## config.mk

```make
export PLATFORM = sky130hd
export DESIGN_NAME = mips_data_mem_arbiter
export DESIGN_NICKNAME = d
export VERILOG_FILES = /design/src/rtl/mips_data_mem_arbiter.sv
export SDC_FILE = /design/constraint.sdc
export NUM_CORES = 1
export LEC_CHECK = 0
export ABC_AREA = 1
export CAP_MARGIN = 20
export CORE_MARGIN = 2
export CORE_UTILIZATION = 45
export CTS_BUF_LIST = sky130_fd_sc_hd__clkbuf_8
export DETAILED_ROUTE_END_ITERATION = 6
export PLACE_DENSITY_LB_ADDON = 0.2
export SETUP_SLACK_MARGIN = 0.5
export SLEW_MARGIN = 15
export SYNTH_ARGS = -nofsm -noshare
export SYNTH_HDL_FRONTEND = slang
export SYNTH_SLANG_ARGS = --single-unit
```

## constraint.sdc

```tcl
create_clock -name clk -period 3.2 [get_ports clk]
set_input_delay 0.8 -clock clk [delete_from_list [all_inputs] [get_ports clk]]
set_output_delay 0.8 -clock clk [all_outputs]
set_load 0.02 [all_outputs]
```

## src/rtl/mips_data_mem_arbiter.sv

```systemverilog
// Round-robin arbiter that shares the single-port data memory between the CPU
// data port (requester 0) and a debug/DMA loader port (requester 1).
//
// Each accepted request becomes exactly one memory strobe cycle (ACCESS). Reads
// then wait RD_LATENCY-1 cycles (WAIT) and capture mem_readdata (CAPTURE). The
// owner's rvalid pulses high in the cycle after CAPTURE.
//
// Ports:
//   clk, reset          clock, synchronous active-high reset
//   clk_enable          global stall; all registers hold while low
//   reqN_valid/write/address/writedata   request from requester N
//   reqN_ready          request accepted this cycle (combinational)
//   reqN_rvalid/rdata   one-cycle read response pulse and held read data
//   mem_address/write/read/writedata/readdata   single-port memory interface
//   busy                high whenever the arbiter is not idle
module mips_data_mem_arbiter #(
  parameter int unsigned ADDR_W     = 32,
  parameter int unsigned DATA_W     = 32,
  parameter int unsigned RD_LATENCY = 1
) (
  input  logic              clk,
  input  logic              reset,
  input  logic              clk_enable,

  input  logic              req0_valid,
  input  logic              req0_write,
  input  logic [ADDR_W-1:0] req0_address,
  input  logic [DATA_W-1:0] req0_writedata,
  output logic              req0_ready,
  output logic              req0_rvalid,
  output logic [DATA_W-1:0] req0_rdata,

  input  logic              req1_valid,
  input  logic              req1_write,
  input  logic [ADDR_W-1:0] req1_address,
  input  logic [DATA_W-1:0] req1_writedata,
  output logic              req1_ready,
  output logic              req1_rvalid,
  output logic [DATA_W-1:0] req1_rdata,

  output logic [ADDR_W-1:0] mem_address,
  output logic              mem_write,
  output logic              mem_read,
  output logic [DATA_W-1:0] mem_writedata,
  input  logic [DATA_W-1:0] mem_readdata,

  output logic              busy
);

  localparam logic [1:0] StIdle    = 2'd0;
  localparam logic [1:0] StAccess  = 2'd1;
  localparam logic [1:0] StWait    = 2'd2;
  localparam logic [1:0] StCapture = 2'd3;

  // WAIT lasts RD_LATENCY-1 cycles; the counter runs down to zero inclusive.
  localparam logic [1:0] WaitInit = (RD_LATENCY > 1) ? 2'(RD_LATENCY - 2) : 2'd0;

  logic [1:0] state_q, state_d;
  logic [1:0] cnt_q, cnt_d;
  logic       last_grant_q;  // id of the most recently granted requester
  logic       id_q;          // owner of the in-flight access
  logic       write_q;       // in-flight access is a write

  logic gnt0, gnt1;
  logic accept;
  logic sel_write;

  // On a tie the requester that was not granted last wins.
  always_comb begin
    gnt0 = req0_valid && (!req1_valid || last_grant_q);
    gnt1 = req1_valid && (!req0_valid || !last_grant_q);
  end

  assign req0_ready = (state_q == StIdle) && clk_enable && gnt0;
  assign req1_ready = (state_q == StIdle) && clk_enable && gnt1;
  assign accept     = req0_ready || req1_ready;
  assign sel_write  = req1_ready ? req1_write : req0_write;
  assign busy       = (state_q != StIdle);

  always_comb begin
    state_d = state_q;
    cnt_d   = cnt_q;
    case (state_q)
      StIdle: begin
        if (accept) state_d = StAccess;
      end
      StAccess: begin
        if (write_q) begin
          state_d = StIdle;
        end else if (RD_LATENCY > 1) begin
          state_d = StWait;
          cnt_d   = WaitInit;
        end else begin
          state_d = StCapture;
        end
      end
      StWait: begin
        if (cnt_q == 2'd0) state_d = StCapture;
        else               cnt_d   = cnt_q - 2'd1;
      end
      StCapture: state_d = StIdle;
      default:   state_d = StIdle;
    endcase
  end

  always_ff @(posedge clk) begin
    if (reset) begin
      state_q       <= StIdle;
      cnt_q         <= 2'd0;
      last_grant_q  <= 1'b1;
      id_q          <= 1'b0;
      write_q       <= 1'b0;
      mem_address   <= '0;
      mem_writedata <= '0;
      mem_read      <= 1'b0;
      mem_write     <= 1'b0;
      req0_rvalid   <= 1'b0;
      req1_rvalid   <= 1'b0;
      req0_rdata    <= '0;
      req1_rdata    <= '0;
    end else if (clk_enable) begin
      state_q <= state_d;
      cnt_q   <= cnt_d;

      // Strobes are registered so they are high exactly during ACCESS.
      mem_read  <= 1'b0;
      mem_write <= 1'b0;
      if (accept) begin
        id_q          <= req1_ready;
        last_grant_q  <= req1_ready;
        write_q       <= sel_write;
        mem_address   <= req1_ready ? req1_address : req0_address;
        mem_writedata <= req1_ready ? req1_writedata : req0_writedata;
        mem_write     <= sel_write;
        mem_read      <= !sel_write;
      end

      req0_rvalid <= 1'b0;
      req1_rvalid <= 1'b0;
      if (state_q == StCapture) begin
        if (id_q) begin
          req1_rvalid <= 1'b1;
          req1_rdata  <= mem_readdata;
        end else begin
          req0_rvalid <= 1'b1;
          req0_rdata  <= mem_readdata;
        end
      end
    end
  end

endmodule
```

==> Word-level counts from Yosys, hierarchy flattened <==
Index checks and enable logic that the tools add are counted.
{ "word_totals": {"in_bits": 167, "rom_bits": 0, "out_inout_bits": 135, "mem_bits_rw": 0, "ff_bits": 139, "mem_count": 0, "latch_bits": 0, "word_cells": 54} }
{ "classes": {"div": 0, "n_reduce_logical": 20, "multipliers": 0, "mux": 13, "n_eq_ne": 5, "n_shift": 0, "bitwise": 2, "n_lt_le_gt_ge": 0, "addsub": 1} }
{ "ops": {"columns": ["op", "count"], "rows": [
  ["32-bit 2-to-1 mux", 2],
  ["3-bit AND reduction", 4],
  ["2-bit case mux with 4 select lines", 1],
  ["1-bit 2-to-1 mux", 7],
  ["2-bit 2-to-1 mux", 3],
  ["1-bit logical AND", 5],
  ["2-bit == test (second input constant)", 2],
  ["1-bit zero test", 4],
  ["2-bit zero test", 2],
  ["2-bit inequality test (second input constant)", 2],
  ["1-bit logical OR", 3],
  ["2-bit by 1-bit == test with 1-bit output (second input constant)", 1],
  ["1-bit NOT", 2],
  ["2-bit AND reduction", 1],
  ["2-bit nonzero test", 1],
  ["2-bit by 1-bit subtractor with 2-bit output (second input constant)", 1]
]} }

==> Longest topological paths before layout <==
Gate-level depths: netlist (run 1).
{ "logic_depth": {"depth_word": 7, "ltp_mapped": 11, "ltp_nobuf": 9} }

==> Least setup slack after synthesis (run 1) <==
OpenSTA, ideal clock, no wires.
{ "synth_path": {"path_type": "input -> output", "start": "in req1_valid", "end": "out req1_ready", "path_stages": 5, "arrival_ps": 1422, "required_time_ps": 2400, "setup_slack_ps": 978, "path_buffers": 1, "cell_sequence": "inv_1 a21oi_2 nand2_8 inv_2 buf_2"} }
{ "synth_between": {"elab_chain_cells": 2} }
{ "synth_lines": {"columns": ["item", "line_no", "source"], "rows": [
  ["start: declaration", "33", "input logic req1_valid,"],
  ["1-bit logical AND", "71", "gnt1 = req1_valid && (!req0_valid || !last_grant_q);"],
  ["1-bit logical AND", "75", "assign req1_ready = (state_q == StIdle) && clk_enable && gnt1;"],
  ["end: declaration", "37", "output logic req1_ready,"]
]} }
No other way between the ends.

==> Final worst setup path (run 1) <==
Ends and elaborated chain as after synthesis.

==> flow_metrics.tcl, run 1 <==
set metrics [dict create \
    start_kind "primary input" \
    hold_viol_final 0 \
    maxSlewViolCount 0 \
    hold_start "mem_writedata[1]$_SDFFE_PP0P_" \
    r2r-start "state_q[1]$_SDFFE_PP0P_" \
    max-cap-violations 0 \
    crit_path_max_fanout 2 \
    gp_congestion 0.823 \
    critPathKind "primary input to output pin" \
    fmax_ghz 0.382 \
    synth-seq-cells 139 \
    seqCellArea_sq_mm 0.00278 \
    vdd_drop_max_uv 209 \
    status "complete, no violations" \
    placementRows 43 \
    worst_ep_arrival_time_ps 1820 \
    place_area_sq_mm 0.00946 \
    core_area_sq_mm 0.0139 \
    r2r_end "mem_address[6]$_SDFFE_PP0P_" \
    grt_usage_pct 24.1 \
    synth_most_common_cell "nand2_1" \
    holdPathEnd "mem_writedata[1]$_SDFFE_PP0P_" \
    die_w_um 123 \
    intPower_mw 3.23 \
    yosysSeqAreaShare_pct 43.5 \
    dpl.hpwl_um 13100 \
    io_buffers 301 \
    antenna_found_initial 0 \
    drive_gt1_share_pct 14.7 \
    synth.cell_area_sq_mm 0.00639 \
    cts_made_buffers 17 \
    yosys_warnings 0 \
    grt_pass1_vias 5867 \
    crit_required_ps 2400 \
    synth_top_area_share_pct 43.5 \
    antenna_left 0 \
    synthTopCellsByArea "dfxtp_1 44%, nand2_1 17%, nand2_4 9.3%" \
    synth_edf_count 0 \
    finalWirelength_um 18100 \
    synthTopCellsByCount "290 x nand2_1, 139 x dfxtp_1, 137 x nor2_1" \
    cts_root_buffer "clkbuf_8" \
    hold_class "flip-flop to flip-flop" \
    start_util_pct 46.0 \
    async_flop_share_pct 0 \
    syn_to_final_growth_pct 54.7 \
    clkTransAtPathRegs_ps 70 \
    route.detailed.drc 0 \
    hold-worst-slack_ps 466 \
    grt.overflow.total 0 \
    whs_path_depth 2 \
    nets 1294 \
    setup_tns_ps 0 \
    cp_slowest_cell "clkdlybuf4s50_1" \
    pwr_density_cell_mw_per_mm2 469 \
    htreeDepth 4 \
    cts_tree "built" \
    cp_top_family "buffers and inverters" \
    firstDrtPassIters 4 \
    clock_path_buffers 2 \
    grt_pass1_wl_um 28300 \
    synth_nets 1008 \
    crit_buf_inv 4 \
    drt_iter0_markers 276 \
    nFillCells 1156 \
    reg2reg_depth 10 \
    postCtsHoldBufs 0 \
    final_area_sq_mm 0.00988 \
    end_kind "output pin" \
    multi_input_area_sq_mm 0.00319 \
    slew_headroom_pct 51.6 \
    synth_top_area_cell "dfxtp_1" \
    post-route-period-util_pct 81.8 \
    swShare_pct 30.4 \
    fp.dieH_um 123 \
    io-pin-count 302 \
    viasPerCell 4.71 \
    power_frac_comb_pct 26.1 \
    setup_viol 0 \
    clkSinkCount 139 \
    cp_cell_sequence "clkdlybuf4s50_1 -> inv_1 -> a21oi_4 -> nand2_8 -> inv_2 -> buf_2" \
    grt_max_degree 70 \
    pwr-share-seq_pct 41.5 \
    diodes 0 \
    avgSynthCellArea_sq_um 7.61 \
    routedWlPerCell_um 13.7 \
    finClkSkew_ps 12.3 \
    die_area_sq_mm 0.0152 \
    synth_cells 840 \
    synth_cell_types 22 \
    postCtsSetupBuffers 0 \
    rsz0062_at_grt "no" \
    slowest_delay_ps 460 \
    synthFlopType "dfxtp_1" \
    p_switching_mw 1.41 \
    insertion_delay_ps 440 \
    leakagePower_nw 3.99 \
    rrSetupSlack_ps 1040 \
    tightest_slew_ps 726 \
    clkPwrFrac_pct 32.4 \
    fin_crit_ps 2620 \
    vias 6207 \
]
==> cells in the final DEF, fill, tap and decap left out, types with 4 or more instances in the layout <==
cell | synthesis | final
dfxtp_1 | 139 | 139
clkbuf_8 | 0 | 19
inv_2 | 5 | 4
buf_4 | 1 | 19
nand2_1 | 290 | 290
nand3_1 | 5 | 5
inv_1 | 12 | 12
o21ai_0 | 64 | 64
nand2_4 | 53 | 53
a21oi_2 | 51 | 50
clkdlybuf4s50_1 | 0 | 298
a21oi_1 | 22 | 22
nor2_1 | 137 | 136
==> sequential cells by signal, summed over array words and instances (netlist names) <==
register	flops
req1_rdata	32
state_q	2
cnt_q	2
mem_read	1
mem_write	1
mem_address	32
mem_writedata	32
last_grant_q	1
req1_rvalid	1
req0_rdata	32
write_q	1
req0_rvalid	1
id_q	1
==> worst register-to-register path: stages (launching register included) <==
cell,delay (ps)
dfxtp_1,410
inv_2,70
nand2_4,100
nor2_8,70
nand2_8,50
buf_4,580
nand2_4,130
inv_4,130
buf_4,350
nand2_4,70
a21oi_2,140
==> power groups by stage <==
| stage | sequential, mW | combinational [mW] | clock, mW |
|---|---|---|---|
| after floorplan | 2.08 | 0.608 | 0 |
| after global placement | 1.96 | 1.21 | 0 |
| after detailed placement | 1.96 | 1.22 | 0 |
| after CTS | 1.93 | 1.23 | 1.54 |
| after global routing | 1.94 | 1.32 | 1.61 |
| final | 1.93 | 1.21 | 1.50 |
==> through the flow <==
stage | std cells | total power [mW] | util [%] | setup slack, ps
floorplan | 840 | 2.68 | - | 978
global placement | 1287 | 3.17 | 68.2 | 65.5
detailed placement | 1287 | 3.19 | 68.2 | 67.3
CTS | 1319 | 4.69 | 71.2 | 584
global route | 1319 | 4.87 | 71.2 | 530
finish | 1319 | 4.64 | 71.2 | 583
==> cell type report <==
class,count,share of cell area (%)
tap,180,2.28
sequential,139,28.2
timing repair buffer,322,32.3
multi-input combinational,629,32.3
clock buffer,19,2.65
inverter,17,0.671
clock inverter,13,1.65
==> logic make-up after synthesis <==
kind of cell,share of synthesized area [%]
adder cells (fa/ha/maj),0.196
buffers and inverters,6.70
XOR/XNOR,0.137
AO/OA/AOI/OAI,13.9
AND/OR/NAND/NOR,35.6
flip-flops,43.5
==> worst max path at each step <==
stage	startpoint	to	slack (ps)	cells after the start
final	req1_valid	req1_ready	580	6
after global routing	req1_valid	req1_ready	530	6
after CTS	req1_valid	req1_ready	580	6
after detailed placement	req1_valid	req1_ready	70	6
after global placement	req1_valid	req1_ready	70	6
after floorplan	req1_valid	req1_ready	980	5
==> repair_timing <==
item                                   CTS  global route
resized for setup                       10             0
setup endpoints to repair                2             0
endpoints found under the hold margin    0             0
==> layer usage <==
layer | up-vias | GRT usage [%] | routed length, um | part of all wire [%]
met4 | 0 | 11.6 | 609 | 3.4
li1 | 3192 | - | - | -
met3 | 40 | 8.90 | 1560 | 8.6
met5 | - | 0 | 0 | 0
met2 | 214 | 41.1 | 8670 | 48
met1 | 2761 | 26.4 | 7230 | 40
No activity file was read; power rests on OpenSTA's default activity.
==> run 2, diff against run 1 <==
--- a/config.mk
+++ b/config.mk
@@ -8,7 +8,7 @@
 export ABC_AREA = 1
 export CAP_MARGIN = 20
 export CORE_MARGIN = 2
-export CORE_UTILIZATION = 45
+export CORE_UTILIZATION = 43
 export CTS_BUF_LIST = sky130_fd_sc_hd__clkbuf_8
 export DETAILED_ROUTE_END_ITERATION = 6
 export PLACE_DENSITY_LB_ADDON = 0.2
==> constraint.sdc (replaced) <==
create_clock -name clk -period 2.6 [get_ports clk]
set_input_delay 0.65 -clock clk [delete_from_list [all_inputs] [get_ports clk]]
set_output_delay 0.65 -clock clk [all_outputs]
set_load 0.02 [all_outputs]
==> run 2 against run 1 <==
Effect of this change:
- combinational power up 21%
- register-to-register slack got worse by 340 ps
- first-iteration DRC count decreased by 3.6%
- routed wire length is 3.1% higher
- non-clock buffer count rose by 1
- via count is 0.58% higher
- clock power grew 33%
- clock-buffer cell count grew 2
- die area is 4.5% higher
- critical endpoint is now req0_rdata[29]
- largest cell class unchanged
- highest routed layer unchanged
==> flow_metrics.tcl, run 2 (synthesized netlist as in run 1, its figures left out) <==
set metrics [dict create \
    final_area_sq_mm 0.0100 \
    grt.overflow.total 0 \
    antenna_left 0 \
    r2r-start "state_q[1]$_SDFFE_PP0P_" \
    rrSetupSlack_ps 700 \
    firstDrtPassIters 6 \
    end_kind "output pin" \
    drt_iter0_markers 266 \
    worst_ep_arrival_time_ps 1400 \
    tightest_slew_ps 1070 \
    status "complete, no violations" \
    route.detailed.drc 0 \
    leakagePower_nw 5.10 \
    fp.dieH_um 126 \
    vdd_drop_max_uv 313 \
    timing.final.ws_setup_ps 550 \
    hold_viol_final 0 \
    nFillCells 1289 \
    grt_usage_pct 23.1 \
    grt_pass1_vias 6063 \
    cts_root_buffer "clkbuf_8" \
    core_area_sq_mm 0.0145 \
    grt_pass1_wl_um 29400 \
    io_buffers 301 \
    post-route-period-util_pct 78.9 \
    dpl.hpwl_um 13300 \
    pwr_density_cell_mw_per_mm2 580 \
    slowest_delay_ps 620 \
    cp.depth 1 \
    start_kind "flip-flop" \
    critPathKind "flip-flop to output pin" \
    clock_path_buffers 2 \
    cp_cell_sequence "clkdlybuf4s50_1" \
    placementRows 44 \
    syn_to_final_growth_pct 56.7 \
    cp_top_family "buffers and inverters" \
    cts_made_buffers 17 \
    antenna_found_initial 0 \
    crit_buf_inv 1 \
    maxSlewViolCount 0 \
    crit_required_ps 1950 \
    finClkSkew_ps 12.8 \
    cts_tree "built" \
    grt_max_degree 72 \
    htreeDepth 4 \
    io-pin-count 302 \
    stdcell_count 1324 \
    fmax_ghz 0.488 \
    postCtsSetupBuffers 0 \
    slew_headroom_pct 29.0 \
    die_w_um 126 \
    final_util_pct 68.9 \
    dpl.cell_count 1292 \
    start_util_pct 44.0 \
    diodes 0 \
    crit_path_max_fanout 2 \
    fin_crit_ps 2050 \
    clkTransAtPathRegs_ps 70 \
    drive_gt1_share_pct 15.1 \
    insertion_delay_ps 450 \
    hold-worst-slack_ps 461 \
    r2r_end "mem_writedata[5]$_SDFFE_PP0P_" \
    setup_viol 0 \
    vias 6243 \
    viasPerCell 4.72 \
    worstSetupStartpoint "req0_rdata[29]$_SDFFE_PP0P_" \
    place_area_sq_mm 0.00952 \
    layout_common_cells "290 x nand2_1, 188 x clkdlybuf4s50_1, 136 x nor2_1, 136 x dfxtp_1, 65 x dlygate4sd2_1" \
    hold_class "flip-flop to flip-flop" \
    final_common_cell "nand2_1" \
    clkSinkCount 139 \
    max-cap-violations 0 \
    routedWlPerCell_um 14.1 \
    critPathCapture "req0_rdata[29]" \
    die_area_sq_mm 0.0159 \
    reg2reg_depth 10 \
    cp_slowest_cell "clkdlybuf4s50_1" \
    nets 1295 \
    rsz0062_at_grt "yes" \
    place_ws_ps -221 \
    gp_congestion 0.811 \
    postCtsHoldBufs 0 \
    finalWirelength_um 18600 \
]
-- run 2: cell types whose count changed in the layout (fill, tap and decap cells not counted), moves of 2 or more --
cell | previous run | this run
buf_12 | 3 | 7
buf_2 | 2 | 0
clkbuf_8 | 19 | 21
clkdlybuf4s50_1 | 298 | 188
clkinv_2 | 3 | 0
dfxtp_1 | 139 | 136
dfxtp_2 | 0 | 3
dlygate4sd2_1 | 0 | 65
dlymetal6s2s_1 | 0 | 44
inv_6 | 3 | 1
-- run 2: layout make-up --
cell class	count	area [sq um]	share of cell area (%)
multi-input combinational	629	3190	31.9
inverter	17	66.3	0.662
tap	184	230	2.30
clock inverter	11	166	1.66
sequential	139	2790	27.8
clock buffer	21	289	2.89
timing repair buffer	323	3290	32.8
-- run 2: routing by layer --
layer / vias to the layer above / global-route usage (%) / part of all wire, %
met2: 218 / 40.1 / 49
met1: 2792 / 25.3 / 40
met5: - / 0 / 0
li1: 3197 / - / -
met3: 36 / 8.62 / 8.3
met4: 0 / 10.1 / 3.0
-- run 2: report_power, final --
part / total (mW) / switching (mW) / internal (mW)
clock network: 1.99 / 0.844 / 1.14
registers: 2.37 / 0.107 / 2.26
logic: 1.46 / 0.791 / 0.667
total: 5.81 / 1.74 / 4.07
-- run 2: stage by stage --
stage,power [mW],TNS (ps)
after floorplan,3.30,0
after global placement,3.94,-535
after detailed placement,3.95,-660
after CTS,5.87,0
after global routing,6.10,0
final,5.81,0
-- run 2: worst min path at each step --
stage | from | endpoint | slack, ps | depth (start not counted)
after detailed placement | mem_read$_SDFFE_PP0P_ | mem_read$_SDFFE_PP0P_ | 450 | 2
after global placement | mem_writedata[2]$_SDFFE_PP0P_ | mem_writedata[2]$_SDFFE_PP0P_ | 450 | 2
after CTS | mem_read$_SDFFE_PP0P_ | mem_read$_SDFFE_PP0P_ | 470 | 2
final | mem_read$_SDFFE_PP0P_ | mem_read$_SDFFE_PP0P_ | 460 | 2
after global routing | mem_writedata[4]$_SDFFE_PP0P_ | mem_writedata[4]$_SDFFE_PP0P_ | 490 | 2
after floorplan | write_q$_SDFFE_PP0P_ | write_q$_SDFFE_PP0P_ | 440 | 2
-- run 2: tightest hold or removal path: cells and delay by family, from the launching register on --
family           cells  cell delay [ps]
AND/OR/NAND/NOR      1               60
AO/OA/AOI/OAI        1               50
flip-flops           1              310
-- run 2: timing repair --
| item | CTS | global route |
|---|---|---|
| gates resized for setup | 81 | 47 |
| gates cloned | 0 | 0 |
| hold endpoints to repair | 0 | 0 |
| setup endpoints to repair | 105 | 68 |
| pin swaps | 3 | 2 |
